<file path="src/rtl/als_spi_reader_if.sv">
// als_spi_reader_if: request/SPI/sample bundle between the ALS reader and its neighbours.
interface als_spi_reader_if;
   logic       start;
   logic       SDO;
   logic       SCLK;
   logic       CS;
   logic [7:0] data;
   logic       valid;
   logic       err;
   logic       busy;
   modport master (input start, SDO, output SCLK, CS, data, valid, err, busy);
   modport slave  (output start, SDO, input SCLK, CS, data, valid, err, busy);
endinterface

</file>
<file path="src/rtl/als_spi_reader.sv">
// als_spi_reader: SPI mode-3 read master, one 16-bit frame per start, 8-bit sample out.
module als_spi_reader #(
   parameter int CLK_DIV    = 2,
   parameter int FRAME_BITS = 16,
   parameter int DATA_MSB   = 12,
   parameter int DATA_LSB   = 5
) (
   input  logic clk,
   input  logic rst,
   als_spi_reader_if.master bus
);
   localparam int CW = CLK_DIV > 1 ? $clog2(CLK_DIV) : 1;
   localparam int BW = FRAME_BITS > 1 ? $clog2(FRAME_BITS) : 1;
   localparam logic [2:0] IDLE = 3'd0, SETUP = 3'd1, SHIFT = 3'd2, HOLD = 3'd3, QUIET = 3'd4;
   logic [2:0]            state;
   logic [CW-1:0]         cnt;
   logic [BW-1:0]         bit_cnt;
   logic [FRAME_BITS-1:0] shift;
   logic                  last;
   assign last = cnt == CW'(CLK_DIV - 1);
   always_ff @(posedge clk or posedge rst)
      if (rst) begin
         state     <= IDLE;
         cnt       <= '0;
         bit_cnt   <= '0;
         shift     <= '0;
         bus.SCLK  <= 1'b1;
         bus.CS    <= 1'b1;
         bus.data  <= '0;
         bus.valid <= 1'b0;
         bus.err   <= 1'b0;
         bus.busy  <= 1'b0;
      end else begin
         bus.valid <= 1'b0;
         cnt       <= (state == IDLE || last) ? '0 : cnt + 1'b1;
         case (state)
            IDLE:
               if (bus.start) begin
                  state    <= SETUP;
                  bus.CS   <= 1'b0;
                  bus.busy <= 1'b1;
               end
            SETUP:
               if (last) begin
                  state    <= SHIFT;
                  bus.SCLK <= 1'b0;
                  bit_cnt  <= '0;
               end
            // each half-period ends on last; the rising half samples SDO
            SHIFT:
               if (last) begin
                  if (!bus.SCLK) begin
                     bus.SCLK <= 1'b1;
                     shift    <= {shift[FRAME_BITS-2:0], bus.SDO};
                  end else if (bit_cnt == BW'(FRAME_BITS - 1)) begin
                     state <= HOLD;
                  end else begin
                     bus.SCLK <= 1'b0;
                     bit_cnt  <= bit_cnt + 1'b1;
                  end
               end
            HOLD:
               if (last) begin
                  state     <= QUIET;
                  bus.CS    <= 1'b1;
                  bus.valid <= 1'b1;
                  bus.data  <= shift[DATA_MSB:DATA_LSB];
                  bus.err   <= |shift[FRAME_BITS-1:DATA_MSB+1];
               end
            QUIET:
               if (last) begin
                  state    <= IDLE;
                  bus.busy <= 1'b0;
               end
            default: state <= IDLE;
         endcase
      end
endmodule

</file>
<file path="src/flat_wrapper.sv">
// flat-port wrapper written by rule: the top's interface ports become plain ports
module als_spi_reader_flat 
#(
   parameter int CLK_DIV    = 2,
   parameter int FRAME_BITS = 16,
   parameter int DATA_MSB   = 12,
   parameter int DATA_LSB   = 5
)
  (clk, rst, bus_start, bus_SDO, bus_SCLK, bus_CS, bus_data, bus_valid, bus_err, bus_busy);
  als_spi_reader_if bus_i ();
  input  logic clk;
  input  logic rst;
  input wire logic [$bits(bus_i.start)-1:0] bus_start;
  input wire logic [$bits(bus_i.SDO)-1:0] bus_SDO;
  output wire logic [$bits(bus_i.SCLK)-1:0] bus_SCLK;
  output wire logic [$bits(bus_i.CS)-1:0] bus_CS;
  output wire logic [$bits(bus_i.data)-1:0] bus_data;
  output wire logic [$bits(bus_i.valid)-1:0] bus_valid;
  output wire logic [$bits(bus_i.err)-1:0] bus_err;
  output wire logic [$bits(bus_i.busy)-1:0] bus_busy;
  assign bus_i.start = bus_start;
  assign bus_i.SDO = bus_SDO;
  assign bus_SCLK = bus_i.SCLK;
  assign bus_CS = bus_i.CS;
  assign bus_data = bus_i.data;
  assign bus_valid = bus_i.valid;
  assign bus_err = bus_i.err;
  assign bus_busy = bus_i.busy;
  als_spi_reader #(.CLK_DIV(CLK_DIV), .FRAME_BITS(FRAME_BITS), .DATA_MSB(DATA_MSB), .DATA_LSB(DATA_LSB)) u_core (.clk(clk), .rst(rst), .bus(bus_i));
endmodule
</file>
<file path="config.mk">
export PLATFORM = sky130hd
export DESIGN_NAME = als_spi_reader_flat
export DESIGN_NICKNAME = d
export VERILOG_FILES = /design/src/rtl/als_spi_reader_if.sv /design/src/rtl/als_spi_reader.sv /design/src/flat_wrapper.sv
export SDC_FILE = /design/constraint.sdc
export NUM_CORES = 1
export LEC_CHECK = 0
export ABC_AREA = 1
export BUFFER_PORTS_ARGS = -buffer_cell sky130_fd_sc_hd__buf_2
export CAP_MARGIN = 20
export CORE_ASPECT_RATIO = 1.25
export CORE_UTILIZATION = 61
export DETAILED_ROUTE_END_ITERATION = 10
export PLACE_DENSITY = 0.82
export SETUP_SLACK_MARGIN = 0.1
export SLEW_MARGIN = 30
export SYNTH_ARGS = -nofsm -noshare
export SYNTH_HDL_FRONTEND = slang
export SYNTH_SLANG_ARGS = --single-unit
export TNS_END_PERCENT = 1
</file>
<file path="constraint.sdc">
create_clock -name clk -period 3.25 [get_ports clk]
set_input_delay 0 -clock clk [delete_from_list [all_inputs] [get_ports clk]]
set_output_delay 0 -clock clk [all_outputs]
set_load 0.02 [all_outputs]
</file>
; ---- Word level (Yosys, flattened, before mapping)
; Cells that the tools add are included.
; Widths: inputs -> output; s select.
[totals]
regBits = 37
inputBits = 4
out_inout_bits = 13
[classes]
add_sub_neg = 2
eq_ne = 13
mux = 26
bitwise_logic = 1
reduce_logical = 13
[op_table]
columns = op, n
row1 = $mux 3, 7
row2 = $mux 4, 4
row3 = $pmux 3 s5, 1
row4 = $ne 2x1->1 const B, 6
row5 = $reduce_and 3->1, 4
row6 = $mux 1, 10
row7 = $pmux 4 s2, 1
row8 = $reduce_and 7->1, 1
row9 = $eq 3x2->1 const B, 2
row10 = $pmux 1 s2, 3
row11 = $reduce_bool 2->1, 3
row12 = $reduce_and 5->1, 1
row13 = $add 4x1->4 const B, 1
row14 = $eq 4x4->1 const B, 1
row15 = $ne 2x2->1 const B, 2
row16 = $eq 3x1->1 const B, 1
row17 = $eq 3x3->1 const B, 1
row18 = $logic_not 3->1, 1
row19 = $reduce_or 3->1, 1
row20 = $reduce_and 2->1, 1
row21 = $add 1x1->1 const B, 1
row22 = $logic_or 1x1->1, 1
row23 = $not 1->1, 1

; ---- Logic depth before layout (Yosys ltp)
[depth]
word_depth = 5
depth_mapped = 8

; ---- Least setup slack after synthesis
; Ideal clock, no wire load.
[synth_path]
kind = flip-flop to flip-flop
startpoint = reg u_core.bus.SCLK
endpoint = reg u_core.state[0]
setup_time_ps = 117
t_arrival_ps = 1115
slack_ps = 2018
path_stages_with_launch = 8
period_less_slack_ps = 1232
cell_sequence = dfstp_2 -> inv_1 -> nand3_1 -> nand2_1 -> nor2_1 -> nand2_1 -> nand2_1 -> nand2_1
[synth_between]
elab_chain_cells = 2
[synth_rtl]
columns = element, line_no
row1 = from (decl), als_spi_reader_if.sv:11  ; modport master (input start, SDO, output SCLK, CS, data, valid, err, busy);
row2 = from (signal assigned), als_spi_reader.sv:27  ; bus.SCLK <= 1'b1;
row3 = from (signal assigned), als_spi_reader.sv:46  ; bus.SCLK <= 1'b0;
row4 = from (signal assigned), als_spi_reader.sv:53  ; bus.SCLK <= 1'b1;
row5 = $ne 2x1->1 (no source line), --
row6 = $reduce_and 7->1 (no source line), --
row7 = to (signal assigned), als_spi_reader.sv:23  ; state <= IDLE;
row8 = to (signal assigned), als_spi_reader.sv:39  ; state <= SETUP;
row9 = to (signal assigned), als_spi_reader.sv:45  ; state <= SHIFT;
row10 = to (decl), als_spi_reader.sv:15  ; logic [2:0] state;
; Every way passes these cells.
; A chain may end at the register's enable or synchronous reset.

; ---- Worst setup path after layout
[layout_path]
startpoint = reg u_core.state[1]
endpoint = reg u_core.bus.data[1]
[layout_between]
elab_chain_cells = 2
[layout_rtl]
columns = element, line_no
row1 = $eq 3x2->1, als_spi_reader.sv:36  ; case (state)
row2 = $reduce_and 2->1 (no source line), --
row3 = to (signal assigned), als_spi_reader.sv:67  ; bus.data <= shift[DATA_MSB:DATA_LSB];
row4 = to (decl), als_spi_reader_if.sv:11
; Every way passes these cells.

==> metrics.md <==
| Metric | Value |
|---|---|
| Outcome | `finished, final reports clean` |
| Vias in the first global route | `1234` |
| Antenna violations before repair | `0` |
| Post-synth EDFFs | `0` |
| Post-route setup TNS | `0 ns` |
| Max capacitance violation total | `0` |
| Critical path class | `reg2reg` |
| Gr ovfl total | `0` |
| Worst path cell trace | `nand4_1 -> o21ai_0` |
| Antenna Cells | `0` |
| Cells on worst reg2reg path | `2` |
| CTS sink cnt | `37` |
| I/O Buffers | `16` |
| Area contributors post-synth | `dfrtp_1 (53%), nand2_1 (11%), o21ai_2 (6.4%)` |
| Tcrit/Tclk final | `51.1%` |
| Max Buffers Root-to-Sink | `2` |
| Num CTS Buffers | `5` |
| Max H-tree Level | `2` |
| Total die area | `2900 sq um` |
| Core Rows | `20` |
| Syn. warnings | `0` |
| Yosys reg bits | `37` |
| Antenna-violating nets left | `0` |
| Vias | `1196` |
| Register area share after synthesis | `56.6%` |
| Commonest cells in the netlist | `nand2_1 (46), dfrtp_1 (35), inv_1 (21)` |
| Reg2Reg Capture Point | `u_core.bus.data[1]` |
| Final Max Tran Viols | `0` |
| Synth cell types | `23` |
| Sw Ratio | `42.1%` |
| Slowest cell delay on critical path | `0.62 ns` |
| Crit Path Max Fanout | `21` |
| DP HPWL | `2.05 mm` |
| Reg2reg start | `u_core.state[1]` |
| Worst min-delay path class | `in2async` |
| Layout cells sized above 1 | `24.7%` |
| Sequential power share | `46.3%` |
| Yosys top cell area share | `53.4%` |
| Setup Fix Bufs, Post-CTS | `0` |
| Max stage delay cell, worst path | `nand4_1` |
| Via/cell ratio | `5.27` |
| Pwr dens | `899 nW/um^2` |
| Minimum clock period | `1.66 ns` |
| Cells after synthesis | `173` |
| DIE HEIGHT | `60.0 um` |
| P_sw | `0.683 mW` |
| Final setup vio count | `0` |
| Rel. slew slack | `53.2%` |
| Detailed Route WL | `2.92 mm` |
| Largest net degree at the start of global routing | `33` |
| Post-synth top area cell | `dfrtp_1` |
| Detailed-route wire length per cell | `12.9 um` |
| Filler cell count in the final layout | `190` |
| VDD IR max | `0.000533 V` |
| Worst setup skew after layout | `0.00696 ns` |
| Async S/R FF share, synth | `100%` |
| Clock slew at the register clock pins of the worst setup and hold paths | `0.10 ns` |
| Hold Buf Count CTS | `3` |
| Area Overhead vs Synth | `10.1%` |
| Net count after synthesis | `178` |
| Worst-Skew Late Latency | `0.34 ns` |
| Post-CTS sizing | `0` |
| WP data required | `3.49 ns` |
| Clock share of power | `15.0%` |
| CTS tree | `yes` |
| Min Hold Slack | `0.265 ns` |
| DIE WIDTH | `48.4 um` |
| Routability cong. | `0.838` |
| Final net count | `199` |
| Startpoint type of the worst setup path | `flop` |
| Slew @ Worst Pin | `0.700 ns` |
| I/O Pins | `17` |
| DRC errors left | `0` |
| Syn avg cell area | `9.47 sq um` |
| Core Box Area | `2480 sq um` |
| Fin. Hold Viols | `0` |
| Global-route wire length before repair | `5.10 mm` |
| P_int | `0.939 mW` |
| TritonRoute pass-1 iters | `4` |
| Main synth FF type | `dfrtp_1` |
| Clock root cell | `clkbuf_4` |
| CP Capture Type | `flop` |
| Fmax | `0.602 GHz` |
| Starting DRT DRC Count | `27` |
| Crit path DAT | `1.90 ns` |
| Cell with the most instances after synthesis | `nand2_1` |
| Combinational power share | `38.7%` |
| Post-Syn Area | `1640 sq um` |
| RSZ-0062 raised after global routing | `false` |
| Initial Util | `66.2%` |
| Total GRT Usage | `24.4%` |
| P_leak | `0.910 nW` |
| R2R Setup Slk | `1.59 ns` |
==> registers in the layout, summed over array words and instances (netlist names) <==
register and count:
u_core.bus.SCLK 1, u_core.bit_cnt 4, u_core.state 3, u_core.bus.busy 1, u_core.bus.valid 1, u_core.bus.data 8
u_core.bus.CS 1, u_core.bus.err 1, u_core.shift 16, u_core.cnt 1
==> routing by layer <==
| layer | up-vias | share of wire (%) | GRT usage, % |
|---|---|---|---|
| met4 | 0 | 3.3 | 15.1 |
| met1 | 580 | 41 | 25.2 |
| met5 | - | 0 | 0 |
| li1 | 585 | - | - |
| met3 | 10 | 3.4 | 7.63 |
| met2 | 21 | 52 | 43.9 |
==> area by class of cell <==
type | instances | area (sq um) | area share (%)
well taps | 33 | 41.3 | 2.29
inverters | 22 | 85.1 | 4.72
flip-flops and latches | 37 | 928 | 51.5
clock buffers | 7 | 55.1 | 3.05
repair buffers | 20 | 118 | 6.52
multi-input cells | 108 | 577 | 32.0
==> power by group through the flow <==
stage / Combinational (mW) / Sequential, mW / Clock (mW)
after global routing: 0.704 / 0.772 / 0.267
after CTS: 0.632 / 0.749 / 0.251
after floorplan: 0.458 / 0.783 / 0
after detailed placement: 0.626 / 0.757 / 0
after global placement: 0.592 / 0.743 / 0
final: 0.627 / 0.751 / 0.243
==> cells by family after synthesis <==
group / after synthesis / synth area share [%]
simple gates: 72 / 19.8
compound gates: 34 / 14.1
xor+xnor: 1 / 0.534
flops: 37 / 56.6
buf+inv: 28 / 8.17
fa+ha+maj: 1 / 0.763
==> worst max-delay path, delay by kind of cell (launching register included) <==
family          cells  cell delay [ns]
simple gates        1             0.62
flops               1             0.54
compound gates      1             0.41
==> cell usage in the layout (no fill, tap or decap), drive strengths merged <==
cell          n
ha            1
dfrtp        35
dlygate4sd3   3
buf          17
clkbuf        7
nand4         2
nor2         11
or2           1
dfstp         2
nand2        47
o21ai        28
nor3          1
xor2          1
a21oi         5
nand3        10
inv          22
o22ai         1
==> worst max-delay path by stage <==
stage	to	depth (start not counted)	slack [ns]	start
floorplan	u_core.state[0]	7	2.02	u_core.bus.SCLK
global placement	u_core.shift[3]	6	1.70	u_core.state[0]
detailed placement	u_core.bus.data[1]	2	1.57	u_core.state[1]
CTS	u_core.bus.data[1]	2	1.59	u_core.state[1]
global route	u_core.bus.data[1]	2	1.41	u_core.state[1]
finish	u_core.bus.data[1]	2	1.59	u_core.state[1]
==> per-stage QoR <==
stage | power, mW | instance area (sq um) | std cells | setup WS [ns] | util, %
finish | 1.62 | 1800 | 227 | 1.59 | 72.8
detailed placement | 1.38 | 1720 | 217 | 1.57 | 69.4
floorplan | 1.24 | 1640 | 173 | 2.02 | -
CTS | 1.63 | 1800 | 227 | 1.59 | 72.8
global placement | 1.33 | 1720 | 217 | 1.70 | 69.4
global route | 1.74 | 1800 | 227 | 1.41 | 72.8
No activity file was read; power rests on OpenSTA's default activity.
